==> src/rtl/dual_scaler_readout.sv <==
// dual_scaler_readout: issues update pulses to a bank of dual scalers,
// collects their 48-bit returns as 24-bit channels with saturation flags,
// commits them atomically and serves them on a 1-cycle-latency read port.
module dual_scaler_readout #(
   parameter int NUM_PAIRS      = 4,
   parameter int PERIOD_CLOCKS  = 1000000,
   parameter int TIMEOUT_CLOCKS = 32,
   parameter int ADDR_BITS      = 3
) (
   input  logic                    fast_clk_i,
   input  logic                    fast_rst_n_i,
   input  logic                    enable_i,
   input  logic                    manual_req_i,
   output logic                    update_o,
   input  logic [48*NUM_PAIRS-1:0] scaler_value_i,
   input  logic [NUM_PAIRS-1:0]    scaler_valid_i,
   input  logic [ADDR_BITS-1:0]    rd_addr_i,
   output logic [24:0]             rd_data_o,
   output logic                    new_data_o,
   output logic [15:0]             seq_o,
   output logic                    timeout_o,
   output logic                    overrun_o,
   input  logic                    clear_flags_i
);

   localparam int CH = 2 * NUM_PAIRS;
   localparam int PW = $clog2(PERIOD_CLOCKS);
   localparam int TW = $clog2(TIMEOUT_CLOCKS + 1);

   localparam logic [1:0] S_IDLE   = 2'd0;
   localparam logic [1:0] S_WAIT   = 2'd1;
   localparam logic [1:0] S_COMMIT = 2'd2;

   logic [PW-1:0]            per_q;
   logic                     tick;
   logic [1:0]               state_q, state_d;
   logic [NUM_PAIRS-1:0]     got_q, got_d;
   logic [TW-1:0]            tcnt_q, tcnt_d;
   logic [CH-1:0][24:0]      shadow_q, shadow_d;
   logic [CH-1:0][24:0]      bank_q, bank_d;
   logic                     update_q, update_d;
   logic                     new_q, new_d;
   logic [15:0]              seq_q, seq_d;
   logic                     timeout_q, timeout_d;
   logic                     overrun_q, overrun_d;
   logic                     to_set;
   logic [24:0]              rd_q, rd_d;

   // the tick fires on the enabled cycle in which the counter sits at zero
   assign tick = enable_i && (per_q == '0);

   // free-running period counter; holds its value while disabled
   always_ff @(posedge fast_clk_i) begin
      if (!fast_rst_n_i)   per_q <= PW'(PERIOD_CLOCKS - 1);
      else if (enable_i)   per_q <= (per_q == '0) ? PW'(PERIOD_CLOCKS - 1) : per_q - 1'b1;
   end

   // capture FSM next state: request, collect valids, commit
   always_comb begin
      state_d  = state_q;
      got_d    = got_q;
      tcnt_d   = tcnt_q;
      shadow_d = shadow_q;
      bank_d   = bank_q;
      seq_d    = seq_q;
      update_d = 1'b0;
      to_set   = 1'b0;
      case (state_q)
         S_IDLE: begin
            if (tick || manual_req_i) begin
               update_d = 1'b1;
               state_d  = S_WAIT;
               got_d    = '0;
               tcnt_d   = '0;
            end
         end
         S_WAIT: begin
            for (int k = 0; k < NUM_PAIRS; k++) begin
               if (scaler_valid_i[k]) begin
                  got_d[k] = 1'b1;
                  shadow_d[2*k]   = {(scaler_value_i[48*k +: 24] == 24'hFFFFFF),
                                     scaler_value_i[48*k +: 24]};
                  shadow_d[2*k+1] = {(scaler_value_i[48*k+24 +: 24] == 24'hFFFFFF),
                                     scaler_value_i[48*k+24 +: 24]};
               end
            end
            if (&got_d) begin
               state_d = S_COMMIT;
            end else if (tcnt_q == TW'(TIMEOUT_CLOCKS - 1)) begin
               state_d = S_COMMIT;
               to_set  = 1'b1;
            end else begin
               tcnt_d = tcnt_q + 1'b1;
            end
         end
         S_COMMIT: begin
            // pairs that never answered keep their previous bank contents
            for (int k = 0; k < NUM_PAIRS; k++) begin
               if (got_q[k]) begin
                  bank_d[2*k]   = shadow_q[2*k];
                  bank_d[2*k+1] = shadow_q[2*k+1];
               end
            end
            seq_d   = seq_q + 16'd1;
            state_d = S_IDLE;
         end
         default: state_d = S_IDLE;
      endcase
   end

   // sticky flags: a set in the same cycle as a clear leaves the flag set
   always_comb begin
      new_d     = (state_q == S_COMMIT);
      timeout_d = to_set ? 1'b1 : (clear_flags_i ? 1'b0 : timeout_q);
      overrun_d = (tick && state_q != S_IDLE) ? 1'b1 :
                  (clear_flags_i ? 1'b0 : overrun_q);
   end

   // read mux; unmapped addresses return zero
   always_comb begin
      rd_d = '0;
      for (int c = 0; c < CH; c++) begin
         if (rd_addr_i == ADDR_BITS'(c)) rd_d = bank_q[c];
      end
   end

   // state registers; reset abandons any capture in flight
   always_ff @(posedge fast_clk_i) begin
      if (!fast_rst_n_i) begin
         state_q   <= S_IDLE;
         got_q     <= '0;
         tcnt_q    <= '0;
         shadow_q  <= '0;
         bank_q    <= '0;
         update_q  <= 1'b0;
         new_q     <= 1'b0;
         seq_q     <= '0;
         timeout_q <= 1'b0;
         overrun_q <= 1'b0;
         rd_q      <= '0;
      end else begin
         state_q   <= state_d;
         got_q     <= got_d;
         tcnt_q    <= tcnt_d;
         shadow_q  <= shadow_d;
         bank_q    <= bank_d;
         update_q  <= update_d;
         new_q     <= new_d;
         seq_q     <= seq_d;
         timeout_q <= timeout_d;
         overrun_q <= overrun_d;
         rd_q      <= rd_d;
      end
   end

   assign update_o   = update_q;
   assign new_data_o = new_q;
   assign seq_o      = seq_q;
   assign timeout_o  = timeout_q;
   assign overrun_o  = overrun_q;
   assign rd_data_o  = rd_q;

endmodule

==> config.mk <==
export PLATFORM = sky130hd
export DESIGN_NAME = dual_scaler_readout
export DESIGN_NICKNAME = d
export VERILOG_FILES = /design/src/rtl/dual_scaler_readout.sv
export SDC_FILE = /design/constraint.sdc
export NUM_CORES = 1
export LEC_CHECK = 0
export BUFFER_PORTS_ARGS = -buffer_cell sky130_fd_sc_hd__buf_4
export CORE_ASPECT_RATIO = 1.25
export CORE_UTILIZATION = 55
export CTS_CLUSTER_DIAMETER = 150
export CTS_CLUSTER_SIZE = 28
export DETAILED_ROUTE_END_ITERATION = 8
export PLACE_DENSITY = 0.86
export SYNTH_ARGS = -nofsm -noshare
export SYNTH_HDL_FRONTEND = slang
export SYNTH_SLANG_ARGS = --single-unit
export TNS_END_PERCENT = 1
==> constraint.sdc <==
create_clock -name fast_clk_i -period 2.25 [get_ports fast_clk_i]
set_input_delay 0.45 -clock fast_clk_i [delete_from_list [all_inputs] [get_ports fast_clk_i]]
set_output_delay 0.45 -clock fast_clk_i [all_outputs]
set_load 0.01 [all_outputs]
After elaboration in Yosys (flattened, before gate mapping):

Cells that the tools add are included.
Widths: inputs -> output; s select.

* register bits after elaboration: 477
* output and inout port bits: 45

* add/sub/neg operators: 3
* equality and inequality tests: 22
* multiplexer cells: 34
* reduce and logical (&&, ||, !) cells: 23

Operators with widths (count)
* $mux 25: 8
* $eq 24x24->1 const B: 8
* $reduce_and 2->1: 11
* $logic_not 20->1: 1
* $mux 20: 1
* $sub 20x1->20 const B: 1
* $mux 6: 3
* $add 16x1->16 const B: 1
* $mux 1: 15
* $eq 3x3->1 const B: 4
* $pmux 6 s2: 1
* $pmux 4 s2: 1
* $reduce_and 4->1: 2
* $reduce_bool 2->1: 4
* $add 6x1->6 const B: 1
* $eq 3x2->1 const B: 2
* $eq 6x5->1 const B: 1
* $mux 2: 3
* $ne 2x2->1 const B: 3
* $mux 4: 1
* $pmux 2 s2: 1
* $eq 3x1->1 const B: 1
* $logic_not 3->1: 1
* $ne 3x3->1 const B: 1
* 5 further kinds: 6

Longest topological paths before layout:

Gate-level depths: netlist of the first run.

* depth after elaboration: 9
* gate-level depth with buffers: 7
* mapped depth without buffers: 6

Least setup slack after synthesis of the first run:

Ideal clock, no wire load.

* path kind: input -> register
* start: in enable_i
* end: reg per_q[15]
* arrival: 1689 ps
* required time: 2180 ps
* setup slack: 491 ps
* stages on the path: 5
* buffers on the path: 1
* cells stage by stage: clkbuf_2 nor4b_4 nand4_4 or4_1 a21oi_1

RTL lines
* start, declared: RTL line 12 `input logic enable_i,`
* end signal, assigned: RTL line 54 `if (!fast_rst_n_i) per_q <= PW'(PERIOD_CLOCKS - 1);`
* end signal, assigned: RTL line 55 `else if (enable_i) per_q <= (per_q == '0) ? PW'(PERIOD_CLOCKS - 1) : per_q - 1'b1;`
* end, declared: RTL line 34 `logic [PW-1:0] per_q;`

Worst setup path after layout of the first run:

* start: reg per_q[13]
* end: reg tcnt_q[1]

* longest elaborated chain between the ends: 5

RTL lines
* $logic_not 20->1: RTL line 50 `assign tick = enable_i && (per_q == '0);`
* $logic_and 1x1->1: RTL line 50
* $logic_or 1x1->1: RTL line 70 `if (tick || manual_req_i) begin`
* $ne 2x2->1 (no source line)
* $reduce_and 4->1 (no source line)
* end signal, assigned: RTL line 144 `tcnt_q <= tcnt_d;`
* end, declared: RTL line 38 `logic [TW-1:0] tcnt_q, tcnt_d;`

No other way between the ends.
A chain may end at the register's enable or synchronous reset.

==> results.json, run 1 <==
{
  "grt_max_degree": 66,
  "dpl.hpwl_mm": 38.74,
  "syn_nets": 2510,
  "multiInputGateArea_um2": 8305,
  "crit_type": "register to register",
  "maxSlewHeadroom_pct": 52.44,
  "p_per_area_nw_per_um2": 667.9,
  "cts.path.max_buffers": 3,
  "wire_per_inst_um": 18.21,
  "hold_viol": 0,
  "regArea_um2": 9549,
  "cp_max_fo": 9,
  "start_kind": "register",
  "nets": 2653,
  "rows": 74,
  "die_y_um": 207.1,
  "finalSetupTns_ps": 0,
  "fin_crit_ps": 1970,
  "cts_sinks": 477,
  "synth.top_cell.area_share_pct": 51.59,
  "drt_pass1_iterations": 7,
  "num_vias": 16510,
  "drive_gt1_share_pct": 15.33,
  "synth_area_per_cell_um2": 8.041,
  "grt_pass1_wl_mm": 82.17,
  "cp.required_ps": 2680,
  "post_cts_resized": 0,
  "slowest_stage": "o211ai_2",
  "async_flop_share_pct": 0,
  "area_growth_pct": 14.86,
  "yosys_warnings": 0,
  "end_kind": "register",
  "clock_tree.root_cell": "clkbuf_16",
  "violations": "design-rule violations",
  "path_cells": "nor4_1 > nand4_1 > o211ai_2 > o22ai_1",
  "worst_pin_slew_ps": 711.9,
  "drv_cap": 0,
  "ir_drop_mv": 0.5408,
  "synthFlopType": "dfxtp_1",
  "finalClockSkew_ps": 27.23,
  "coreArea_um2": 32870,
  "path_clk_slew_ps": 110,
  "numPortBuffers": 248,
  "initial_core_util_pct": 56.32,
  "cts_buffers": 21,
  "initialDrtViolationCount": 1484,
  "period_share_pct": 87.56,
  "yosys-top-cells-area": "dfxtp_1 52%, nand2_1 17%, a21oi_1 11%, clkbuf_1 2.8%, mux2_2 2.4%",
  "leakagePower_nw": 7.452,
  "synth_area_um2": 18510,
  "rsz0062_at_grt": "false",
  "drv_slew": 0,
  "die-area_um2": 34400,
  "synth_edf_count": 0,
  "cp_top_family": "simple AND/OR/NAND/NOR gates",
  "ys_seq_elements": 477,
  "grt_usage_pct": 29.61,
  "viasPerCell": 5.761,
  "antenna_found_initial": 3,
  "holdCritPathClass": "input pin to register",
  "ant_nets": 0,
  "ios": 249,
  "path_buf_inv": 0,
  "num-fill-cells": 2746,
  "cts_tree": "done",
  "die_x_um": 166.1,
  "max_stage_delay_ps": 490,
  "gr-total-overflow": 0,
  "wl_mm": 52.16,
  "fin_util_pct": 64.69,
  "drc": 14,
  "htreeDepth": 1,
  "synth_cell_types": 54,
  "hold_buffers": 0,
  "status": "finished with violations",
  "yosysTopAreaCell": "dfxtp_1",
  "gp_congestion": 0.9744,
  "final_cell_mix": "834 x nand2_1, 477 x dfxtp_1, 416 x a21oi_1, 270 x buf_4, 59 x nor2_1",
  "postCtsSetupRepairBufs": 0,
  "synth_cells": 2302,
  "first_global_vias": 15760,
  "setup_viol": 0,
  "crit_arrival_ps": 2400,
  "ys_seq_area_share_pct": 51.59,
  "final_common_cell": "nand2_1",
  "clock_latency_ps": 550,
  "timing.fmax_ghz": 0.5076
}
==> path summary, 6_finish.rpt <==
kind | startpoint | to | slack, ps | cells past startpoint
max | per_q[13] | tcnt_q[1] | 280 | 4
min | scaler_value_i[73] | shadow_q[76] | 140 | 3
max reg2reg | per_q[13] | tcnt_q[1] | 280 | 4
min reg2reg | shadow_q[51] | bank_q[51] | 440 | 2
==> kinds of logic after synthesis <==
kind of cell | after synthesis | share of synthesized area (%)
buffers and inverters | 168 | 3.542
AOI/OAI and AO/OA | 524 | 15.16
adders and majority gates | 4 | 0.2704
muxes | 68 | 5.097
xor gates and xnor gates | 20 | 0.9463
DFF | 477 | 51.59
and+or+nand+nor | 1041 | 23.39
==> cell type report <==
| cell class | count | share of cell area [%] |
|---|---|---|
| multi-input cells | 1657 | 39.06 |
| clock inverters | 2 | 0.1824 |
| well taps | 418 | 2.460 |
| diodes | 1 | 0.01177 |
| flip-flops and latches | 477 | 44.91 |
| repair buffers | 283 | 10.76 |
| inverters | 5 | 0.1236 |
| clock buffers | 22 | 2.489 |
==> power breakdown <==
part	total [mW]	switching, mW	internal, mW
combinational	1.13	0.638	0.492
clock	4.33	2.60	1.73
sequential	8.74	0.123	8.62
==> routing by layer <==
| metal | global-route usage (%) | share of wire (%) | vias to the layer above |
|---|---|---|---|
| met1 | 36.74 | 40 | 7834 |
| li1 | - | - | 7999 |
| met2 | 51.81 | 50 | 559 |
| met4 | 13.79 | 4.9 | 2 |
| met5 | 0 | 0.027 | - |
| met3 | 2.828 | 5.6 | 111 |
==> registers in the layout, summed over array words and instances, names as in the netlist <==
| name | flops |
|---|---|
| bank_q | 200 |
| got_q | 4 |
| new_data_o | 1 |
| overrun_o | 1 |
| per_q | 20 |
| rd_data_o | 25 |
| seq_o | 16 |
| shadow_q | 200 |
| state_q | 2 |
| tcnt_q | 6 |
| timeout_o | 1 |
| update_o | 1 |
==> metrics by stage <==
stage / power [mW] / instances / hold slack [ps] / setup slack (ps) / cell area [µm²]
finish: 14.20 / 2865 / 140.4 / 279.9 / 21260
global route: 14.68 / 2865 / 128.4 / 21.05 / 21260
CTS: 14.22 / 2864 / 129.6 / 280.8 / 21260
detailed placement: 10.05 / 2840 / 443.7 / -20.69 / 20690
global placement: 10.02 / 2840 / 438.8 / 31.90 / 20690
floorplan: 9.474 / 2302 / 432.1 / 491.0 / 18510
==> synthesized netlist by cell type, drive strengths merged (2+ instances only) <==
master   number
xor2         11
buf          26
dfxtp       477
o31ai         5
nor3          4
a221oi        2
a211oi       17
and3          2
or3           8
nor4b         2
nand3b        3
nand4b        2
mux4         17
o311ai        2
o211ai        4
nor2         59
o22ai        28
mux2         40
xnor2         9
and4b         2
o41ai         3
inv           5
o21a          2
nand3        22
nor2b         3
ha            4
mux2i        11
o2bb2ai       7
nand2       834
and2         12
clkbuf      137
or4           5
nor4         14
a21oi       416
o21ai        35
nand4        57
nand2b        9
==> worst reg2reg max path: stages, from the launching register on <==
cell and delay [ps]:
dfxtp_1 390, nor4_1 470, nand4_1 350, o211ai_2 490, o22ai_1 150
Power figures use the tool's default switching activity.
==> run 2: changes to the inputs <==
Settings changed: CORE_ASPECT_RATIO 1.25 to 1.4, CTS_BUF_LIST set to sky130_fd_sc_hd__clkbuf_4.
==> run 2 against run 1 <==
  * The run still ends with design-rule violations left
  * Utilization is 4.1 points higher
  * Sequential cell count stayed put
  * Power is 7.7% lower
  * Combinational power is 27% higher
  * Routed wire length is 12% higher
  * Die area hardly changed
  * Sequential power is 0.5% higher
  * Count of clock-buffer cells in the layout stayed put
  * First-iteration DRC count is 18% higher
  * Worst setup slack worse by 32 ps
  * Global-route usage is 3.8 points higher
  * Cell count is 8.1% higher
  * Largest cell class unchanged
==> results.json, run 2 (synthesis gave the netlist of run 1 again) <==
{
  "hold_depth": 5,
  "final_cell_mix": "834 x nand2_1, 477 x dfxtp_1, 416 x a21oi_1, 279 x buf_4, 193 x dlygate4sd3_1",
  "cts_tree": "done",
  "final_common_cell": "nand2_1",
  "p_clk_share_pct": 22.0,
  "grt_usage_pct": 33.45,
  "wl_met1_mm": 21.69,
  "switching_power_mw": 3.266,
  "worst-r2r-cell-count": 4,
  "ir_drop_mv": 0.5464,
  "die_x_um": 157.0,
  "drt_pass1_iterations": 9,
  "antenna_found_initial": 8,
  "start_kind": "register",
  "crit_arrival_ps": 2650,
  "wl_met2_mm": 28.63,
  "cts_buffers": 21,
  "finalSetupTns_ps": 0,
  "holdCritPathClass": "input pin to register",
  "seq_power_share_pct": 67.0,
  "maxSlewHeadroom_pct": 52.43,
  "path_clk_slew_ps": 260,
  "dpl.hpwl_mm": 38.90,
  "numPortBuffers": 248,
  "highest_layer": "met5",
  "grt_max_degree": 101,
  "status": "finished with violations",
  "finalClockSkew_ps": 87.60,
  "die-area_um2": 34400,
  "post_cts_resized": 0,
  "dp_slack_ps": -21.29,
  "regArea_um2": 9549,
  "gp_congestion": 0.9578,
  "rsz0062_at_grt": "false",
  "p_total_mw": 13.11,
  "initialDrtViolationCount": 1756,
  "wl_met3_mm": 3.740,
  "cp_max_fo": 9,
  "crit_type": "register to register",
  "p_per_area_nw_per_um2": 573.8,
  "stdcell_area_um2": 22840,
  "cp.required_ps": 2900,
  "clock_latency_ps": 810,
  "initial_core_util_pct": 55.73,
  "drive_gt1_share_pct": 14.38,
  "num_vias": 17860,
  "drv_cap": 0,
  "fin_util_pct": 68.78,
  "rows": 79,
  "p_int_mw": 9.842,
  "wl_mm": 58.33,
  "setup_viol": 0,
  "area_growth_pct": 23.41,
  "viasPerCell": 5.769,
  "die_y_um": 219.1,
  "wire_per_inst_um": 18.84,
  "timing.fmax_ghz": 0.4994,
  "grt_pass1_wl_mm": 89.87,
  "fin_crit_ps": 2003,
  "ios": 249,
  "worst_pin_slew_ps": 707.0,
  "cts.path.max_buffers": 3,
  "drv_slew": 0,
  "cts_sinks": 477,
  "clock_tree.root_cell": "clkbuf_4",
  "leakagePower_nw": 8.096,
  "coreArea_um2": 33210,
  "period_share_pct": 89.00,
  "violations": "design-rule violations",
  "htreeDepth": 1,
  "sw_frac_of_total_pct": 24.91,
  "dpl_cell_area_um2": 20690,
  "num-fill-cells": 2498,
  "p_comb_share_pct": 11.0,
  "drc": 1,
  "worst_slack_ps": 247.5,
  "nets": 2850,
  "hold_viol": 0,
  "first_global_vias": 17430,
  "multiInputGateArea_um2": 8305,
  "end_kind": "register",
  "gr-total-overflow": 0,
  "ant_nets": 0
}
## run 2: power by group through the flow
stage | combinational, mW | sequential, mW | clock (mW)
6_report | 1.44 | 8.78 | 2.88
3_3_place_gp | 1.08 | 8.93 | 0
3_5_place_dp | 1.11 | 8.93 | 0
4_1_cts | 1.39 | 8.78 | 2.89
2_1_floorplan | 0.579 | 8.89 | 0
5_1_grt | 1.55 | 8.81 | 3.20
## run 2: worst paths after layout
kind / slack, ps / startpoint / endpoint
max: 250 / per_q[10] / tcnt_q[1]
min: 9 / scaler_value_i[83] / shadow_q[99]
max reg2reg: 250 / per_q[10] / tcnt_q[1]
min reg2reg: 380 / shadow_q[74] / bank_q[74]
## run 2: final cells by class
class | instances | share of cell area (%)
clock inverters | 2 | 0.1479
diodes | 8 | 0.08764
inverters | 5 | 0.1150
clock buffers | 22 | 0.7230
flip-flops and latches | 477 | 41.80
well taps | 445 | 2.437
multi-input cells | 1657 | 36.36
repair buffers | 480 | 18.33
## run 2: per-layer routing
metal,vias up,global-route usage [%]
met5,-,0
met4,2,23.01
met3,254,5.016
met2,857,57.36
met1,8323,38.21
li1,8425,-
## run 2: critical path, stage by stage, from the launching register on
cell,delay [ps]
dfxtp_1,420
nor4_1,520
nand4_1,340
o211ai_2,490
o22ai_1,150
## run 2: stage by stage
| stage | hold slack, ps | cells |
|---|---|---|
| final | 9.138 | 3096 |
| after global routing | 13.80 | 3094 |
| after CTS | 1.651 | 3088 |
| after detailed placement | 445.7 | 2871 |
| after global placement | 441.2 | 2871 |
| after floorplan | 432.1 | 2302 |
## run 2: repair_timing
action,4_1_cts,5_1_grt
hold buffers,193,0
hold endpoints to repair,197,0
setup buffers,0,0
